$ cat src/rtl/regfile_write_arbiter.sv
// Arbitrates NUM_REQ writeback sources onto the single register-file write port.
// Define REGFILE_ARB_COMB_OUT_EN to drive the write port combinationally (0-cycle latency).
module regfile_write_arbiter #(
    parameter int unsigned NUM_REQ      = 3,
    parameter int unsigned ADDR_W       = 5,
    parameter int unsigned DATA_W       = 32,
    parameter int unsigned STARVE_LIMIT = 4
) (
    input  logic                      clk,
    input  logic                      reset,
    input  logic [NUM_REQ-1:0]        req_valid,
    input  logic [NUM_REQ*ADDR_W-1:0] req_address,
    input  logic [NUM_REQ*DATA_W-1:0] req_data,
    output logic [NUM_REQ-1:0]        req_ready,
    output logic                      write_en,
    output logic [ADDR_W-1:0]         write_address_0,
    output logic [DATA_W-1:0]         write_data,
    output logic [1:0]                grant_id,
    output logic [31:0]               pending_mask
);

    logic [3:0]         starve_q [NUM_REQ];
    logic [3:0]         starve_d [NUM_REQ];
    logic [NUM_REQ-1:0] starved;
    logic               win_any;
    logic [1:0]         win_idx;
    logic [ADDR_W-1:0]  win_addr;
    logic [DATA_W-1:0]  win_data;
    logic               handshake;

    always_comb begin
        for (int i = 0; i < NUM_REQ; i++) begin
            starved[i] = req_valid[i] && (starve_q[i] >= 4'(STARVE_LIMIT));
        end
    end

    // Descending scan so the lowest index is the last (winning) assignment.
    always_comb begin
        win_any = |req_valid;
        win_idx = '0;
        if (|starved) begin
            for (int i = NUM_REQ - 1; i >= 0; i--) begin
                if (starved[i]) win_idx = 2'(i);
            end
        end else begin
            for (int i = NUM_REQ - 1; i >= 0; i--) begin
                if (req_valid[i]) win_idx = 2'(i);
            end
        end
    end

    always_comb begin
        req_ready = '0;
        win_addr  = '0;
        win_data  = '0;
        for (int i = 0; i < NUM_REQ; i++) begin
            if (win_any && (win_idx == 2'(i))) begin
                req_ready[i] = 1'b1;
                win_addr     = req_address[i*ADDR_W +: ADDR_W];
                win_data     = req_data[i*DATA_W +: DATA_W];
            end
        end
    end

    assign handshake = |(req_valid & req_ready);

    // Register 0 is hardwired, so a queued write to it never needs a stall.
    always_comb begin
        pending_mask = '0;
        for (int i = 0; i < NUM_REQ; i++) begin
            if (req_valid[i] && !req_ready[i]) begin
                pending_mask[req_address[i*ADDR_W +: ADDR_W]] = 1'b1;
            end
        end
        pending_mask[0] = 1'b0;
    end

    always_comb begin
        for (int i = 0; i < NUM_REQ; i++) begin
            if (req_valid[i] && !req_ready[i]) begin
                starve_d[i] = (starve_q[i] == 4'hF) ? 4'hF : starve_q[i] + 4'd1;
            end else begin
                starve_d[i] = 4'd0;
            end
        end
    end

    always_ff @(posedge clk) begin
        for (int i = 0; i < NUM_REQ; i++) begin
            if (reset) begin
                starve_q[i] <= 4'd0;
            end else begin
                starve_q[i] <= starve_d[i];
            end
        end
    end

`ifdef REGFILE_ARB_COMB_OUT_EN
    always_comb begin
        write_en        = 1'b0;
        write_address_0 = '0;
        write_data      = '0;
        grant_id        = '0;
        if (!reset && handshake) begin
            write_en        = (win_addr != '0);
            write_address_0 = win_addr;
            write_data      = win_data;
            grant_id        = win_idx;
        end
    end
`else
    logic              write_en_q;
    logic [ADDR_W-1:0] write_addr_q;
    logic [DATA_W-1:0] write_data_q;
    logic [1:0]        grant_id_q;

    // Address/data/id hold their last values when idle; only the enable drops.
    always_ff @(posedge clk) begin
        if (reset) begin
            write_en_q   <= 1'b0;
            write_addr_q <= '0;
            write_data_q <= '0;
            grant_id_q   <= '0;
        end else if (handshake) begin
            write_en_q   <= (win_addr != '0);
            write_addr_q <= win_addr;
            write_data_q <= win_data;
            grant_id_q   <= win_idx;
        end else begin
            write_en_q   <= 1'b0;
        end
    end

    assign write_en        = write_en_q;
    assign write_address_0 = write_addr_q;
    assign write_data      = write_data_q;
    assign grant_id        = grant_id_q;
`endif

endmodule

$ cat config.mk
export PLATFORM = sky130hd
export DESIGN_NAME = regfile_write_arbiter
export DESIGN_NICKNAME = d
export VERILOG_FILES = /design/src/rtl/regfile_write_arbiter.sv
export SDC_FILE = /design/constraint.sdc
export NUM_CORES = 1
export LEC_CHECK = 0
export BUFFER_PORTS_ARGS = -buffer_cell sky130_fd_sc_hd__buf_4
export CORE_UTILIZATION = 30
export CTS_CLUSTER_DIAMETER = 100
export DETAILED_ROUTE_END_ITERATION = 8
export PLACE_DENSITY = 0.55
export REMOVE_ABC_BUFFERS = 1
export SETUP_SLACK_MARGIN = 0.2
export SLEW_MARGIN = 20
export SYNTH_ARGS = -nofsm -noshare
export SYNTH_HDL_FRONTEND = slang
export SYNTH_SLANG_ARGS = --single-unit
$ cat constraint.sdc
create_clock -name clk -period 2.1 [get_ports clk]
set_input_delay 0.315 -clock clk [delete_from_list [all_inputs] [get_ports clk]]
set_output_delay 0.315 -clock clk [all_outputs]
set_load 0.01 [all_outputs]
# Word level (Yosys, flattened, before mapping)
# Memories as Yosys holds them, arrays and structs flattened.
# Cells that the tools add are included.
# word_totals
latchBits	0
reg_bits	40
romBits	0
out_inout_bits	75
ramBits	12
elab_cells	87
n_memories	1
input_bits	116
# op_classes
n_div	0
eq_ne	5
multipliers	0
reduce_logical	21
shift	0
magnitude_cmp	9
n_addsub	3
mux	37
bitwise_logic	7
# memory_table
memory	depth	word_bits	rd	rd_ports_with_merged_regs	write_ports	line	source
starve_q	3	4	3	0	3	22	logic [3:0] starve_q [NUM_REQ];
# op_table
op	n
32-bit two-way mux	6
32-bit bitwise OR	2
4-bit two-way mux	9
5-bit by 6-bit < comparator with 1-bit output, second input constant	3
1-bit demux with 5-bit select	3
5-bit by 1-bit greater-or-equal comparator with 1-bit output, second input constant	3
5-bit two-way mux	3
2-bit two-way mux	7
4-bit by 1-bit adder with 4-bit output, second input constant	3
4-bit == test, second input constant	3
4-bit by 3-bit greater-or-equal comparator with 1-bit output, second input constant	3
1-bit logical AND	12
1-bit two-way mux	9
3-bit OR reduction	3
5-bit nonzero test	1
3-bit bitwise AND	1
1-bit zero test	3
1-bit bitwise OR	3
2-bit by 1-bit == test with 1-bit output, second input constant	1
2-bit == test, second input constant	1
2-bit zero test	1
2-bit OR reduction	1
1-bit inverter	1

# Longest topological paths before layout
# Gate-level depths: netlist of run 1.
# An unclocked memory read counts as a cell.
# logic_depth
depth_word	17
mapped_depth	8
mapped_depth_nobuf	6

# Least setup slack after synthesis of run 1
# No wires, ideal clock.
# synth_path
path_type	reg-to-output
startpoint	memory starve_q[1][3]
endpoint	output port pending_mask[24]
path_slack_ns	0.033
t_arrival_ns	1.752
path_buffers	2
path_stages_with_launch	8
required_ns	1.785
cell_sequence	dfxtp_1 > or2_4 > o21ai_4 > a21oi_2 > buf_6 > or3_1 > buf_6 > o21ai_1
# synth_rtl
element	line	source
start, declared	22	
end, declared	19	output logic [31:0] pending_mask

==> results.md, run 1 <==
* Final Slew Violations at 0
* F_max at 422.4 MHz
* RSZ-0062 raised after global routing: yes
* CP Depth at 9
* Max incr delay on CP at 360 ps
* Total chip power at 2810 uW
* First-pass GRT wire length at 23,430 um
* WS Path Type: reg2out
* Slew HR at 54.41%
* Most common cell after layout, fill and taps aside: buf_4
* Violated checks: design-rule violations, negative setup slack
* Rows at 39
* Die ar. at 12,500 um^2
* Worst Skew at 5.443 ps
* GPL Wtd Cong at 0.8741
* GRT Util Overall at 23.37%
* Arrival @ worst endpoint at 2050 ps
* Hold Crit Depth at 3
* Status: finished with violations
* Met2 wire len at 7596 um
* Max VDD drop at 468.9 uV
* # setup viols final at 45
* Share of cells above drive strength 1 at 50.67%
* Cell mode on critical path: buf_6
* Leakage power at 0.002689 uW
* DP Worst Slack at -3.430 ps
* Clock period minus worst slack at 2367 ps
* Worst-path fanout max at 8
* Mapped Area at 3617 um^2
* Initial Utilization at 31.28%
* Yosys cell types at 60
* WP buf/inv at 4
* CP endpoint kind: output pin
* IO buf count at 189
* Required @ worst endpoint at 1780 ps
* Power Density at 456.1 nW/um^2
* Routed Antenna Nets at 0
* Clk sink count at 52
* Drt pass-1 iters at 9
* Routed vias at 4,688
* IO Count at 191
* Most frequent cells in the layout: buf_4, dfxtp_1, nor2_1, nand2_1, a211oi_1
* Final Hold Fails at 0
* Worst slew pin tran at 682.4 ps
* Critical Path Slowest Stage Cell: a2111oi_4
* DP HPWL at 10,890 um
* Wire length on met1 at 6489 um
* Maximum number of pins on one net before global-route repair at 55
* Worst hold slack at 322.4 ps
* Vias per inst at 5.788
* Residual DRC at 7
* Vias in the first global route at 4,511
* Max Cap Viol at 0
* TritonCTS clock tree: done
* Routed wl met3 at 986 um
* Area delta synth->final at 70.32%
* Die X at 111.8 um
* Height of the die at 111.8 um
* Initial antenna violation count at 0
* Length in cells of the worst reg-to-reg path at 13
* H-tree Lvls at 2
* CORE AREA at 11,560 um^2
* Root buffer cell: clkbuf_16
* Setup TNS at -8180 ps
* GRT overflow at 0
* Worst min path class: in2reg
* Post-synthesis cell count at 452
* Sequential area share after synthesis at 28.78%
* ANT cells at 0
* Initial drt markers at 434
* Clk slew on worst S/H paths at 70 ps
* Clock latency on the worst-skew pair at 290 ps
* CP startpoint kind: flop
* Cell chain of the critical path: buf_6, nor2_4, o21ai_4, buf_12, a2111oi_4, buf_6, nand2_2, o211ai_1, buf_4
* Crit share post-route at 112.7%
* Hold_buf cts at 0
* Nets at 785
* Synth warn at 0
* Register bit count reported by yosys at 52
* Mean post-synth cell area at 8.003 um^2
* Final wirelength at 15,310 um
* CTS buffer count at 5
* Top routing layer in use: met4
* Final worst-path setup slack at -267.4 ps
* Wire per inst at 18.90 um
* Crit-path leading delay family: buffers and inverters
* Clock buffer depth at 2
-- cells in the mapped netlist (all sizes together) --
cell type  count  area, um^2
or2            3       21.28
inv           17       63.81
dfxtp         52        1041
conb           1       3.750
nand4          2       12.51
o211ai        10       95.09
nand3b         9       67.56
o2111ai        1       8.760
and4b          1       10.01
and4bb         1       12.51
nor3          10       50.05
a32oi          4       35.03
and3           2       12.51
o21a           2       15.01
or3            5       31.28
o21ai         20       141.4
a22oi         14       105.1
a222oi        26       260.3
o31a           1       8.760
nand3         16       85.08
a211oi        39       292.8
or3b           2       17.52
a221o          5       50.05
a31oi         16       100.1
a2111oi        6       133.9
nor2b          2       12.51
and2           1       6.260
clkbuf        21       80.07
a41oi          1       8.760
a311o          1       10.01
buf           25       141.4
nand2b         3       26.27
nor4           3       18.77
nor3b          4       30.03
nor2          46       180.2
o22ai          1       12.51
o31ai          8       60.06
a21oi         13       68.82
and4           3       26.28
ha             3       37.54
and3b          4       35.03
nand2         46       172.7
or4            2       15.01
-- logic make-up after synthesis --
kind of cell,after synthesis,share of synthesized area (%)
AO/OA/AOI/OAI,168,38.88
adder cells (fa/ha/maj),3,1.038
buffers and inverters,63,7.886
flip-flops,52,28.78
other,1,0.1037
AND/OR/NAND/NOR,165,23.31
-- worst register-to-register path: stages, from the launching register on --
cell	delay [ps]
dfxtp_2	330
buf_6	110
nor2_4	210
o21ai_4	100
buf_4	130
buf_4	120
buf_6	120
nand3_4	90
inv_4	50
buf_12	120
buf_12	130
buf_8	130
a222oi_1	340
a211oi_1	120
-- path summary, 6_finish.rpt --
path / startpoint / slack [ps] / end
worst max-delay path: starve_q[2][3] / -270 / pending_mask[1]
worst min-delay path: req_data[86] / 320 / write_data[22]
worst max register to register: starve_q[2][3] / -130 / write_data[6]
worst min register to register: grant_id[1] / 460 / grant_id[1]
-- stage by stage --
| step | cells | cell area (um^2) | util (%) |
|---|---|---|---|
| final | 810 | 6161 | 53.27 |
| after global routing | 810 | 6161 | 53.27 |
| after CTS | 807 | 5986 | 51.76 |
| after detailed placement | 780 | 5336 | 46.14 |
| after global placement | 780 | 5336 | 46.14 |
| after floorplan | 407 | 3400 | - |
-- where the power goes --
part	switching, uW	leakage (uW)	internal (uW)
clock network	369	0.0000772	477
registers	37.1	0.000431	1050
logic	425	0.00218	447
-- flip-flops by register name, summed over array words and instances (netlist names) --
name	count
write_address_0	5
write_data	32
grant_id	2
starve_q	12
write_en	1
-- layout make-up --
class	instances	area, um^2
tap	143	178.9
clock inverter	2	13.76
timing repair buffer	252	2145
sequential	52	1045
clock buffer	6	138.9
multi-input combinational	338	2574
fill	1070	5404
inverter	17	66.31
-- per-layer routing --
metal / global-route usage (%) / up-vias
met3: 3.974 / 19
met2: 39.54 / 204
met5: 0 / -
met1: 30.96 / 2282
met4: 5.135 / 0
li1: - / 2183
-- timing repair --
action / CTS / global route
resized for setup: 68 / 38
hold endpoints to repair: 0 / 0
setup buffers: 16 / 3
setup endpoints to repair: 67 / 77
gates cloned: 3 / 0
pin swaps: 44 / 37
(Power assumes the default switching activity.)
==> inputs of run 2 (changes only) <==
--- a/config.mk
+++ b/config.mk
@@ -10,7 +10,6 @@
 export CTS_CLUSTER_DIAMETER = 100
 export DETAILED_ROUTE_END_ITERATION = 8
 export PLACE_DENSITY = 0.55
-export REMOVE_ABC_BUFFERS = 1
 export SETUP_SLACK_MARGIN = 0.2
 export SLEW_MARGIN = 20
 export SYNTH_ARGS = -nofsm -noshare
==> run 2 against run 1 <==
  * The flow still finishes with violations (design-rule violations, negative setup slack)
  * Clock skew shrank 1.4 ps
  * Register-to-register slack worse by 20 ps
  * Final cell count increased by 0.12%
  * Utilization up 1.1 points
  * Flip-flop and latch count did not move
  * Sequential power about the same
  * Highest routed layer unchanged
==> results.md, run 2 (synthesis gave the netlist of run 1 again) <==
* IO buf count at 189 (unchanged)
* Wire per inst at 18.88 um (was 18.90 um)
* First-pass GRT wire length at 24,090 um (was 23,430 um)
* Max VDD drop at 379.3 uV (was 468.9 uV)
* Final non-filler cell total at 811 (was 810)
* Worst-path fanout max at 8 (unchanged)
* Clock buffer depth at 2 (unchanged)
* Most common cell after layout, fill and taps aside: buf_4 (unchanged)
* Maximum number of pins on one net before global-route repair at 53 (was 55)
* Final Slew Violations at 0 (unchanged)
* Total chip power at 2816 uW (was 2810 uW)
* Rows at 39 (unchanged)
* H-tree Lvls at 2 (unchanged)
* GRT overflow at 0 (unchanged)
* Die X at 111.8 um (unchanged)
* CORE AREA at 11,560 um^2 (unchanged)
* Initial drt markers at 404 (was 434)
* Final worst-path setup slack at -237.8 ps (was -267.4 ps)
* Worst slew pin tran at 693.7 ps (was 682.4 ps)
* WS Path Type: reg2out (unchanged)
* Die ar. at 12,500 um^2 (unchanged)
* CP endpoint kind: output pin (unchanged)
* Worst Skew at 4.088 ps (was 5.443 ps)
* Nets at 786 (was 785)
* Final wirelength at 15,310 um (about the same)
* GPL Wtd Cong at 0.8796 (was 0.8741)
* # setup viols final at 63 (was 45)
* Vias in the first global route at 4,520 (was 4,511)
* Height of the die at 111.8 um (unchanged)
* Routed Antenna Nets at 0 (unchanged)
* Initial antenna violation count at 0 (unchanged)
* CTS buffer count at 5 (unchanged)
* Leakage power at 0.002712 uW (was 0.002689 uW)
* CP startpoint kind: flop (unchanged)
* Initial Utilization at 31.28% (unchanged)
* Post-layout instance area at 6284 um^2 (was 6161 um^2)
* Drt pass-1 iters at 9 (unchanged)
* RSZ-0062 raised after global routing: yes (unchanged)
* Most frequent cells in the layout: buf_4, dfxtp_1, nor2_1, nand2_1, a211oi_1 (unchanged)
* ANT cells at 0 (unchanged)
* Violated checks: design-rule violations, negative setup slack (unchanged)
* TritonCTS clock tree: done (unchanged)
* Power Density at 448.2 nW/um^2 (was 456.1 nW/um^2)
* Crit share post-route at 111.3% (was 112.7%)
* GRT Util Overall at 24.01% (was 23.37%)
* Arrival @ worst endpoint at 2020 ps (was 2050 ps)
* Worst min path class: in2reg (unchanged)
* Clock period minus worst slack at 2338 ps (was 2367 ps)
* Hold_buf cts at 0 (unchanged)
* Share of cells above drive strength 1 at 50.00% (was 50.67%)
* Root buffer cell: clkbuf_16 (unchanged)
* Clk slew on worst S/H paths at 70 ps (about the same)
* Routed vias at 4,597 (was 4,688)
* Placed cell area at 5405 um^2 (was 5336 um^2)
* IO Count at 191 (unchanged)
* DP HPWL at 10,450 um (was 10,890 um)
* Area delta synth->final at 73.71% (was 70.32%)
* Residual DRC at 11 (was 7)
* Required @ worst endpoint at 1780 ps (about the same)
* Vias per inst at 5.668 (was 5.788)
* Final Hold Fails at 0 (unchanged)
* Slew HR at 53.65% (was 54.41%)
* Max Cap Viol at 0 (unchanged)
* Max reg flops at 32 (unchanged)
* Inst Count DP at 779 (was 780)
* Clock latency on the worst-skew pair at 290 ps (about the same)
* Status: finished with violations (unchanged)
* Clk sink count at 52 (unchanged)
* F_max at 427.7 MHz (was 422.4 MHz)
[run 2: cell type report]
| class | instances | area, um^2 |
|---|---|---|
| Fill cell | 1093 | 5281 |
| Multi-Input combinational cell | 338 | 2610 |
| Timing Repair Buffer | 253 | 2226 |
| Sequential cell | 52 | 1052 |
| Tap cell | 143 | 178.9 |
| Clock buffer | 7 | 142.6 |
| Inverter | 17 | 66.31 |
| Clock inverter | 1 | 7.507 |
[run 2: path summary, 6_finish.rpt]
kind | slack (ps) | cells past startpoint | endpoint | startpoint
hold reg to reg | 450 | 1 | starve_q[0][0] | starve_q[0][0]
setup / recovery | -240 | 8 | pending_mask[22] | starve_q[0][3]
hold / removal | 340 | 3 | write_data[22] | req_data[86]
setup reg to reg | -150 | 11 | write_data[0] | starve_q[1][3]
[run 2: critical path: stages (launching register included)]
cell,delay (ps)
dfxtp_2,320
or2_1,230
buf_6,140
o21ai_4,160
buf_12,140
a2111oi_4,70
buf_6,170
a221o_1,360
buf_6,130
[run 2: metal layers]
layer  wire length (um)  GRT usage (%)  vias up
li1                   -              -     2197
met1               6505          31.62     2208
met2               7558          40.29      172
met3               1009          4.028       20
met4                236          6.667        0
met5                  0              0        -
[run 2: timing repair]
| item | CTS | global route |
|---|---|---|
| endpoints found under the setup margin | 63 | 78 |
| pin swaps | 63 | 28 |
| setup buffers | 17 | 2 |
| gates cloned | 5 | 0 |
| resized for setup | 63 | 39 |
[run 2: power by group]
part           switching (uW)  internal (uW)  leakage [uW]
registers                37.9           1050      0.000433
logic                     435            467       0.00221
clock network             348            475     0.0000701
total                     821           1990       0.00271
[run 2: through the flow]
| step | TNS, ps | setup WS (ps) | util (%) | hold WS, ps |
|---|---|---|---|---|
| 5_1_grt | -13650 | -298.3 | 54.33 | 359.9 |
| 2_1_floorplan | 0 | 92.06 | - | 422.6 |
| 3_3_place_gp | 0 | 32.89 | 46.74 | 430.6 |
| 6_report | -8465 | -237.8 | 54.33 | 340.8 |
| 4_1_cts | -6506 | -238.0 | 52.92 | 327.9 |
| 3_5_place_dp | -20.00 | -16.72 | 46.74 | 434.5 |
==> inputs of run 3 (changes only) <==
--- a/config.mk
+++ b/config.mk
@@ -5,11 +5,11 @@
 export SDC_FILE = /design/constraint.sdc
 export NUM_CORES = 1
 export LEC_CHECK = 0
-export BUFFER_PORTS_ARGS = -buffer_cell sky130_fd_sc_hd__buf_4
 export CORE_UTILIZATION = 30
 export CTS_CLUSTER_DIAMETER = 100
 export DETAILED_ROUTE_END_ITERATION = 8
-export PLACE_DENSITY = 0.55
+export DONT_BUFFER_PORTS = 1
+export PLACE_DENSITY = 0.42
 export SETUP_SLACK_MARGIN = 0.2
 export SLEW_MARGIN = 20
 export SYNTH_ARGS = -nofsm -noshare
==> run 3 against run 2 <==
  * The run still ends with design-rule violations, negative setup slack left
  * Design area down 22%
  * Critical path depth unchanged
  * Non-clock buffer count down 186
  * Clock-buffer cell count unchanged
  * Worst setup slack better by 110 ps
  * Sequential share of layout area up 4.8 points
  * Final cell count down 23%
  * Clock skew down 0.60 ps
  * Sequential power up 4%
  * Hold slack worse by 250 ps
  * Largest power group unchanged
==> results.md, run 3 (synthesis gave the netlist of run 1 again) <==
* DP HPWL at 8888 um (was 10,450 um)
* Die ar. at 12,500 um^2 (unchanged)
* Nets at 600 (was 786)
* Setup TNS at -3074 ps (was -8465 ps)
* Initial drt markers at 373 (was 404)
* Leakage power at 0.001773 uW (was 0.002712 uW)
* GRT Util Overall at 20.49% (was 24.01%)
* Fillcell total at 1,147 (was 1,093)
* Final Hold Fails at 0 (unchanged)
* Register area at 1051 um^2 (was 1052 um^2)
* Clock period minus worst slack at 2233 ps (was 2338 ps)
* CP startpoint kind: flop (unchanged)
* Pint at 1771 uW (was 1995 uW)
* Cell chain of the critical path: nor2_4, o21ai_4, buf_12, a2111oi_4, buf_4, buf_4, nand2_1, o211ai_4 (was or2_1, buf_6, o21ai_4, buf_12, a2111oi_4, buf_6, a221o_1, buf_6)
* Worst Skew at 3.485 ps (was 4.088 ps)
* TritonCTS clock tree: done (unchanged)
* CORE AREA at 11,560 um^2 (unchanged)
* # setup viols final at 34 (was 63)
* Violated checks: design-rule violations, negative setup slack (unchanged)
* Footprint of the multi-input gates at 2665 um^2 (was 2610 um^2)
* Height of the die at 111.8 um (unchanged)
* Initial Utilization at 31.28% (unchanged)
* Die X at 111.8 um (unchanged)
* Wire per inst at 21.47 um (was 18.88 um)
* Slew HR at 55.55% (was 53.65%)
* Arrival @ worst endpoint at 1920 ps (was 2020 ps)
* Vias in the first global route at 3,666 (was 4,520)
* GRT overflow at 0 (unchanged)
* Residual DRC at 12 (was 11)
* Clk slew on worst S/H paths at 70 ps (about the same)
* Logic pwr share at 20.4% (was 32.0%)
* ANT cells at 0 (unchanged)
* Cell mode on critical path: buf_4 (was buf_6)
* Status: finished with violations (unchanged)
* Max incr delay on CP at 350 ps (was 360 ps)
* Max Cap Viol at 0 (unchanged)
* RSZ-0062 raised after global routing: yes (unchanged)
* Area delta synth->final at 34.87% (was 73.71%)
* IO Count at 191 (unchanged)
* Clock buffer depth at 2 (unchanged)
* Clock network power share at 33.7% (was 29.2%)
* Initial antenna violation count at 0 (unchanged)
* H-tree Lvls at 2 (unchanged)
* Vias per inst at 6.230 (was 5.668)
* Rows at 39 (unchanged)
* Worst hold slack at 94.58 ps (was 340.8 ps)
* Clock latency on the worst-skew pair at 290 ps (about the same)
* Final non-filler cell total at 625 (was 811)
* IO buf count at 0 (was 189)
* Power Density at 507.5 nW/um^2 (was 448.2 nW/um^2)
* Share of cells above drive strength 1 at 33.61% (was 50.00%)
* CP endpoint kind: output pin (unchanged)
* F_max at 447.9 MHz (was 427.7 MHz)
* Net Sw Power at 704.4 uW (was 821.1 uW)
* Net Sw Frac at 28.45% (was 29.16%)
* Drt pass-1 iters at 9 (unchanged)
* Final Util at 42.18% (was 54.33%)
* Max VDD drop at 316.6 uV (was 379.3 uV)
* Most frequent cells in the layout: dfxtp_1, nor2_1, nand2_1, buf_4, a211oi_1 (was buf_4, dfxtp_1, nor2_1, nand2_1, a211oi_1)
* Root buffer cell: clkbuf_16 (unchanged)
* Routed Antenna Nets at 0 (unchanged)
* Most common cell after layout, fill and taps aside: dfxtp_1 (was buf_4)
* WP buf/inv at 3 (was 4)
* Final wirelength at 13,420 um (was 15,310 um)
* GPL Wtd Cong at 0.8505 (was 0.8796)
* Final worst-path setup slack at -132.8 ps (was -237.8 ps)
* Maximum number of pins on one net before global-route repair at 54 (was 53)
* Worst min path class: in2reg (unchanged)
* Clk sink count at 52 (unchanged)
* Worst-path fanout max at 6 (was 8)
* Critical Path Slowest Stage Cell: dfxtp_2 (was a221o_1)
* Worst slew pin tran at 665.3 ps (was 693.7 ps)
* Inst Count DP at 583 (was 779)
* Crit-path leading delay family: compound AO/OA/AOI/OAI gates (unchanged)
* Crit share post-route at 106.3% (was 111.3%)
* WS Path Type: reg2out (unchanged)
* Reg power frac at 45.8% (was 38.7%)
* CTS buffer count at 5 (unchanged)
* Routed vias at 3,894 (was 4,597)
* Final Slew Violations at 0 (unchanged)
* First-pass GRT wire length at 20,370 um (was 24,090 um)
* Required @ worst endpoint at 1780 ps (about the same)
* Max reg flops at 32 (unchanged)
[run 3: cell count changes in the layout (fill, tap and decap cells not counted), moves of 5 or more]
cell     delta
o21ai_1     -5
buf_6      -14
nand2_2     +5
nand2_1     -5
buf_4     -171
[run 3: per-stage QoR]
stage | power [uW] | worst slack [ps] | area, um^2
after floorplan | 1459 | 92.06 | 3695
after global routing | 2597 | -217.5 | 4878
after detailed placement | 1525 | 58.25 | 3921
after global placement | 1521 | 82.07 | 3921
after CTS | 2433 | -150.5 | 4519
final | 2476 | -132.8 | 4878
[run 3: power by group through the flow]
stage	Combinational [uW]	Sequential, uW	Clock (uW)
after floorplan	318	1140	0
after global placement	361	1160	0
after detailed placement	366	1160	0
after CTS	439	1140	858
after global routing	545	1140	911
final	506	1130	835
[run 3: worst paths after layout]
check | slack [ps] | from | cells after the start | endpoint
setup / recovery | -130 | starve_q[2][3] | 8 | pending_mask[16]
hold / removal | 90 | reset | 1 | write_data[23]
setup reg to reg | 0 | starve_q[1][2] | 11 | write_data[10]
hold reg to reg | 440 | starve_q[0][0] | 1 | starve_q[0][0]
[run 3: area by class of cell]
type,count,area share (%)
multi-input combinational,338,54.63
inverter,17,1.308
timing repair buffer,67,15.77
tap,143,3.668
clock buffer,7,2.924
clock inverter,1,0.1539
sequential,52,21.54
[run 3: layer usage]
metal	global-route usage (%)	routed length (um)	up-vias
met3	5.335	1119	25
met4	6.306	258	0
li1	-	-	1817
met5	0	0	-
met2	34.08	6267	186
met1	25.81	5775	1866
[run 3: what timing repair did]
action | 4_1_cts | 5_1_grt
gates cloned | 3 | 2
hold buffers | 0 | 0
endpoints found under the setup margin | 69 | 75
hold endpoints to repair | 0 | 0
buffers inserted | 17 | 12
pin swaps | 36 | 69
resized for setup | 65 | 37
